## src/rtl/aead_crypt_core.sv

```systemverilog
// -----------------------------------------------------------------------------
// aead_crypt_core
//
// Iterative 128-bit authenticated-encryption core. A 32-bit-word ARX
// permutation keyed from a 448-bit key runs one round per clock through the
// INIT, AD, MSG and FIN phases. The core then emits the ciphertext (encrypt)
// or the plaintext (decrypt) together with a tag. In decrypt mode, a tag
// mismatch raises failure and forces DOUT to zero.
//
// Optional feature macro: AEAD_AD_PHASE_EN
//   defined   : the AD phase absorbs A (latency 4*ROUNDS)
//   undefined : A is ignored and the AD phase is skipped (latency 3*ROUNDS)
//
// Parameters:
//   ROUNDS  permutation rounds per phase (1..64)
//   TAG_W   tag width in bits (1..128)
//
// Ports:
//   clk      clock, rising edge
//   rst      asynchronous active-low reset
//   start    level request, sampled in IDLE
//   MODE     0 = encrypt, 1 = decrypt (sampled with start)
//   K        448-bit key, word i = K[447-32i -: 32]
//   S        128-bit seed / initial state
//   NONCE    128-bit nonce
//   A        128-bit associated data
//   DIN      plaintext (encrypt) or ciphertext (decrypt)
//   TAG_IN   expected tag (decrypt only)
//   DOUT     ciphertext (encrypt) or plaintext (decrypt)
//   TAG      computed tag
//   done     result valid
//   failure  decrypt tag mismatch
// -----------------------------------------------------------------------------
module aead_crypt_core #(
   parameter int ROUNDS = 12,
   parameter int TAG_W  = 1
) (
   input  logic             clk,
   input  logic             rst,
   input  logic             start,
   input  logic             MODE,
   input  logic [447:0]     K,
   input  logic [127:0]     S,
   input  logic [127:0]     NONCE,
   input  logic [127:0]     A,
   input  logic [127:0]     DIN,
   input  logic [TAG_W-1:0] TAG_IN,
   output logic [127:0]     DOUT,
   output logic [TAG_W-1:0] TAG,
   output logic             done,
   output logic             failure
);

   typedef enum logic [2:0] {
      ST_IDLE,
      ST_INIT,
      ST_AD,
      ST_MSG,
      ST_FIN,
      ST_DONE
   } fsm_t;

   fsm_t              fsm_q;
   logic [127:0]      state_q;
   logic [127:0]      dout_q;
   logic [5:0]        r_q;
   logic [3:0]        k_q;      // r mod 14, tracked incrementally
   logic              mode_q;

   logic [31:0]       kw [14];
   logic [1:0]        ph;
   logic [127:0]      s;
   logic              last;
   logic [127:0]      msg_dout;
   logic [127:0]      msg_state;
   logic [TAG_W-1:0]  tag_calc;
   logic              mismatch;

`ifndef AEAD_AD_PHASE_EN
   logic              unused_a;
   assign unused_a = ^A;
`endif

   for (genvar i = 0; i < 14; i++) begin : g_kw
      assign kw[i] = K[447-32*i -: 32];
   end

   function automatic logic [31:0] rotl16(input logic [31:0] x);
      return {x[15:0], x[31:16]};
   endfunction

   function automatic logic [31:0] rotl12(input logic [31:0] x);
      return {x[19:0], x[31:20]};
   endfunction

   // One ARX round on the current state.
   function automatic logic [127:0] round_f(input logic [127:0] st,
                                            input logic [31:0]  key_word,
                                            input logic [1:0]   phase,
                                            input logic [5:0]   rnd);
      logic [31:0] x0, x1, x2, x3;
      x0 = st[127:96];
      x1 = st[95:64];
      x2 = st[63:32];
      x3 = st[31:0];
      x0 = x0 + x1;
      x3 = rotl16(x3 ^ x0);
      x2 = x2 + x3;
      x1 = rotl12(x1 ^ x2);
      x0 = x0 ^ key_word ^ {24'h0, phase, rnd};
      return {x0, x1, x2, x3};
   endfunction

   // NOTE: every always_comb output gets a default first so no path leaves it
   // unassigned; a missing default would infer a latch.
   always_comb begin
      ph = 2'd0;
      case (fsm_q)
         ST_AD:   ph = 2'd1;
         ST_MSG:  ph = 2'd2;
         ST_FIN:  ph = 2'd3;
         default: ph = 2'd0;
      endcase
   end

   assign s    = round_f(state_q, kw[k_q], ph, r_q);
   assign last = (r_q == 6'(ROUNDS - 1));

   // Both modes output s ^ DIN. The state absorbs the ciphertext: s ^ DIN
   // when encrypting, DIN itself when decrypting.
   assign msg_dout  = s ^ DIN;
   assign msg_state = mode_q ? DIN : (s ^ DIN);

   assign tag_calc = s[127 -: TAG_W];
   assign mismatch = mode_q & (tag_calc != TAG_IN);

   // NOTE: sequential state uses non-blocking assignments so every register
   // samples pre-edge values, independent of statement order.
   always_ff @(posedge clk or negedge rst) begin
      if (!rst) begin
         fsm_q   <= ST_IDLE;
         state_q <= '0;
         dout_q  <= '0;
         r_q     <= '0;
         k_q     <= '0;
         mode_q  <= 1'b0;
         DOUT    <= '0;
         TAG     <= '0;
         done    <= 1'b0;
         failure <= 1'b0;
      end else begin
         case (fsm_q)
            ST_IDLE: begin
               if (start) begin
                  state_q <= S ^ NONCE;
                  r_q     <= '0;
                  k_q     <= '0;
                  mode_q  <= MODE;
                  fsm_q   <= ST_INIT;
               end
            end

            ST_INIT, ST_AD, ST_MSG, ST_FIN: begin
               if (!last) begin
                  state_q <= s;
                  r_q     <= r_q + 6'd1;
                  k_q     <= (k_q == 4'd13) ? 4'd0 : k_q + 4'd1;
               end else begin
                  r_q <= '0;
                  k_q <= '0;
                  case (fsm_q)
                     ST_INIT: begin
`ifdef AEAD_AD_PHASE_EN
                        state_q <= s ^ A;
                        fsm_q   <= ST_AD;
`else
                        dout_q  <= msg_dout;
                        state_q <= msg_state;
                        fsm_q   <= ST_MSG;
`endif
                     end
                     ST_AD: begin
                        dout_q  <= msg_dout;
                        state_q <= msg_state;
                        fsm_q   <= ST_MSG;
                     end
                     ST_MSG: begin
                        state_q <= s ^ K[127:0];
                        fsm_q   <= ST_FIN;
                     end
                     default: begin
                        state_q <= s;
                        TAG     <= tag_calc;
                        failure <= mismatch;
                        DOUT    <= mismatch ? '0 : dout_q;
                        done    <= 1'b1;
                        fsm_q   <= ST_DONE;
                     end
                  endcase
               end
            end

            ST_DONE: begin
               // Results hold while start stays high. DOUT and TAG also
               // persist after the handshake completes.
               if (!start) begin
                  done    <= 1'b0;
                  failure <= 1'b0;
                  fsm_q   <= ST_IDLE;
               end
            end

            default: fsm_q <= ST_IDLE;
         endcase
      end
   end

endmodule

```

## config.mk

```make
export PLATFORM = sky130hd
export DESIGN_NAME = aead_crypt_core
export DESIGN_NICKNAME = d
export VERILOG_FILES = /design/src/rtl/aead_crypt_core.sv
export SDC_FILE = /design/constraint.sdc
export NUM_CORES = 2
export LEC_CHECK = 0
export CAP_MARGIN = 20
export CORE_AREA = 8 8 422 424
export CTS_BUF_LIST = sky130_fd_sc_hd__clkbuf_8
export CTS_CLUSTER_SIZE = 8
export DETAILED_ROUTE_END_ITERATION = 8
export DIE_AREA = 0 0 430 432
export GPL_ROUTABILITY_DRIVEN = 0
export SYNTH_ARGS = -nofsm -noshare
export SYNTH_HDL_FRONTEND = slang
export SYNTH_SLANG_ARGS = --single-unit
```

## constraint.sdc

```tcl
create_clock -name clk -period 5.25 [get_ports clk]
set_input_delay 1.05 -clock clk [delete_from_list [all_inputs] [get_ports clk]]
set_output_delay 1.05 -clock clk [all_outputs]
set_load 0.02 [all_outputs]
```

==> summary.txt <==
Synth
  • Fraction of registers with async set/reset: 1.00
  • Post-synth EDFFs: 0
  • Post-Syn Instances: 3731
  • Post-synth top area share: 0.306
  • Warnings from Yosys: 0
  • Cell accounting for the most synthesized area: dfrtp_1
  • Mean Syn Cell Area: 8.78 sq um
  • Synth Cell Area: 0.0328 sq mm
  • Syn nets: 4765
  • Post-synthesis register bit count: 401
  • Post-synth cell types: 103
  • Area contributors post-synth: dfrtp_1, nand2_1, xor2_1, xnor2_1, mux4_2
  • Register area share after synthesis: 0.306
  • Top FF cell, synth: dfrtp_1

Critical path
  • Crit path buffers/inverters: 4
  • CP Data Required Time: 5880 ps
  • Setup Crit Path Kind: flip-flop to flip-flop
  • Worst setup path start: state_q[96]$_DFFE_PN0P_
  • Worst path cell trace: ha_4 -> inv_2 -> fa_2 -> nor2b_2 -> o211a_1 -> o21ai_4 -> o21ba_4 -> buf_6 -> nor2_4 -> a211oi_4 -> xnor2_4 -> inv_2 -> ha_4 -> nor2b_4 -> o211ai_1 -> a31o_2 -> buf_12 -> o2111ai_4 -> a311oi_2 -> o31ai_4 -> xor3_2 -> nand2_1 -> xor2_1 -> o211ai_1
  • Critical path capture point type: flip-flop
  • Slowest cell delay on critical path: 490 ps
  • CP Data Arrival Time: 5880 ps
  • CP delay by family, top: compound AO/OA/AOI/OAI gates
  • Slowest library cell on the worst path: a211oi_4
  • Critical R2R Launch: state_q[96]$_DFFE_PN0P_
  • Worst setup SP type: flip-flop
  • Max FO, Critical Path: 4

GRT
  • Vias in the first global route: 36500
  • First-pass GRT wire length: 318 mm
  • Routing usage on met3: 0.0700
  • Total track usage: 0.249
  • Busiest grt layer: met2
  • Routing usage on met2: 0.418
  • Largest net degree at the start of global routing: 103
  • Grt ovf: 0
  • Antenna violations before repair: 150
  • Grt met1 use: 0.266

Hold path
  • Hold Crit Class: input port to async pin

STA
  • Max Slew Vio Count: 0
  • Fin crit share: 1.00
  • Fin crit period: 5250 ps
  • F_max: 0.190 GHz
  • Final setup fails: 1
  • Worst Skew: 41.0 ps
  • Tightest Pin Transition: 1110 ps
  • Setup ws final: -3.90 ps
  • Max transition margin: 0.240
  • RSZ-0062 raised after global routing: true
  • Final Hold Viols: 0

Routing
  • Final wirelength: 244 mm
  • Post-DR wirelength/cell: 33.5 microns
  • Iter 0 DRT Violations: 4021
  • Remaining DRCs: 0
  • Routed Antenna Nets: 0
  • Via-to-Cell Ratio: 5.07
  • DRT Pass-1 Iters: 6
  • Routed vias: 37000

Final layout
  • Number of fillers in the final layout: 18000
  • Layout Nets: 5994
  • Post-layout util: 0.296
  • P&R area growth vs syn: 54.2%
  • Layout cells sized above 1: 0.197

Flow run
  • Maximum capacitance violations: 0

Clock network
  • Clock transition at path regs: 70 ps
  • H-tree depth: 3
  • Clock latency on the worst-skew pair: 790 ps
  • CTS sink cnt: 401
  • Root buf cell: clkbuf_8
  • CTS tree: yes
  • TritonCTS Buffers: 71
  • Maximum buffer depth of the clock tree: 3

Floorplan
  • Core area: 0.171 sq mm
  • # rows: 152
  • IO Count: 1096
  • Die extent in x: 430 microns
  • Die Y: 432 microns
  • Initial Util: 0.192
  • Full die area: 0.186 sq mm

Status
  • Status: finished, violations left
  • Failing checks: setup timing

Placed design
  • DP HPWL: 201 mm
  • IO Port Bufs: 967
==> metal layers <==
metal  part of all wire  vias to the layer above
met3              0.086                      777
met5             0.0013                        -
met2               0.47                     2394
met4              0.094                       48
li1                   -                    15800
met1               0.35                    18000
==> final cells by class <==
type	count	area, sq um	share of cell area
Clock inverter	30	163	0.00322
Inverter	38	144	0.00285
Timing Repair Buffer	1426	13500	0.267
Multi-Input combinational cell	3022	22500	0.446
Antenna cell	64	160	0.00317
Sequential cell	401	10100	0.199
Clock buffer	88	1210	0.0240
Tap cell	2233	2790	0.0553
==> state kept, by name, summed over array words and instances (netlist names) <==
register	count
r_q	6
TAG	1
k_q	4
done	1
failure	1
DOUT	128
fsm_q	3
mode_q	1
dout_q	128
state_q	128
==> cells in the final DEF, fill, tap and decap left out, types with 25 or more instances in the layout <==
cell type        instances
dfrtp_1                393
xnor2_1                230
a211oi_1                34
o22ai_1                 90
ha_1                    42
clkdlybuf4s50_1        966
a21oi_1                212
inv_1                   49
mux4_2                  96
o21ai_1                 43
o211ai_1                35
a31oi_1                 44
xor2_1                 274
o21ai_0                301
diode_2                 64
buf_4                  424
nand2_1                691
mux2i_1                 52
buf_12                  25
a21oi_2                115
nor2_1                 183
a221oi_1                43
nor3_1                  31
clkbuf_8                88
==> logic make-up (layout without fill, tap and decap cells) <==
family	count (synthesis)	in the layout	share of synthesized area
mux	152	152	0.0833
compound gates	1128	1128	0.225
other cells	0	64	0
flops	401	401	0.306
simple gates	1087	1087	0.141
fa+ha+maj	69	69	0.0268
buf+inv	308	1582	0.0425
xor+xnor	586	586	0.175
==> through the flow <==
stage          area (sq um)  hold WS (ps)  setup TNS [ps]  cells  setup slack, ps
6_report              50500           333           -3.90   7302            -3.90
5_1_grt               50500           394           -2090   7276             -153
4_1_cts               49300           363               0   7218             1.32
3_5_place_dp          47600           460          -10590   7091             -466
3_3_place_gp          47600           461          -10520   7090             -514
2_1_floorplan         32800           439               0   3731              294
==> timing repair <==
| item | in CTS | in global routing |
|---|---|---|
| setup endpoints to repair | 69 | 86 |
| pin swaps | 22 | 65 |
| hold endpoints to repair | 0 | 0 |
| setup buffers | 9 | 20 |
| resized for setup | 48 | 148 |
| hold buffers | 0 | 0 |
==> cells in the mapped netlist, drive strengths merged, types with 10 or more instances <==
| cell | number |
|---|---|
| o31ai | 21 |
| a221o | 11 |
| a31oi | 47 |
| inv | 36 |
| o21a | 18 |
| and3 | 18 |
| and2 | 27 |
| a211o | 10 |
| xnor2 | 260 |
| o211ai | 37 |
| a22oi | 16 |
| nor3 | 38 |
| nand3 | 27 |
| or3 | 11 |
| ha | 67 |
| nand2b | 12 |
| a221oi | 50 |
| a21oi | 332 |
| dfrtp | 401 |
| xnor3 | 24 |
| o22ai | 92 |
| o21ai | 352 |
| nand2 | 698 |
| o221ai | 24 |
| nor2 | 194 |
| nand4 | 16 |
| buf | 80 |
| clkbuf | 190 |
| mux4 | 96 |
| xor2 | 296 |
| a21o | 21 |
| a211oi | 39 |
| mux2i | 54 |
==> path summary, 6_finish.rpt <==
kind                                            to  slack, ps  cells after the start
max                        state_q[74]$_DFFE_PN0P_         -4                     24
min                           DOUT[25]$_DFFE_PN0P_        330                      1
max reg2reg                state_q[74]$_DFFE_PN0P_         -4                     24
min reg2reg                dout_q[127]$_DFFE_PN0P_        470                      2
max in group asynchronous  dout_q[104]$_DFFE_PN0P_       3690                      2
min in group clk           dout_q[127]$_DFFE_PN0P_        470                      2
Power is left out: the tool's default activity adds up to more than one toggle a clock period on the data nets, which glitch-free logic cannot reach.
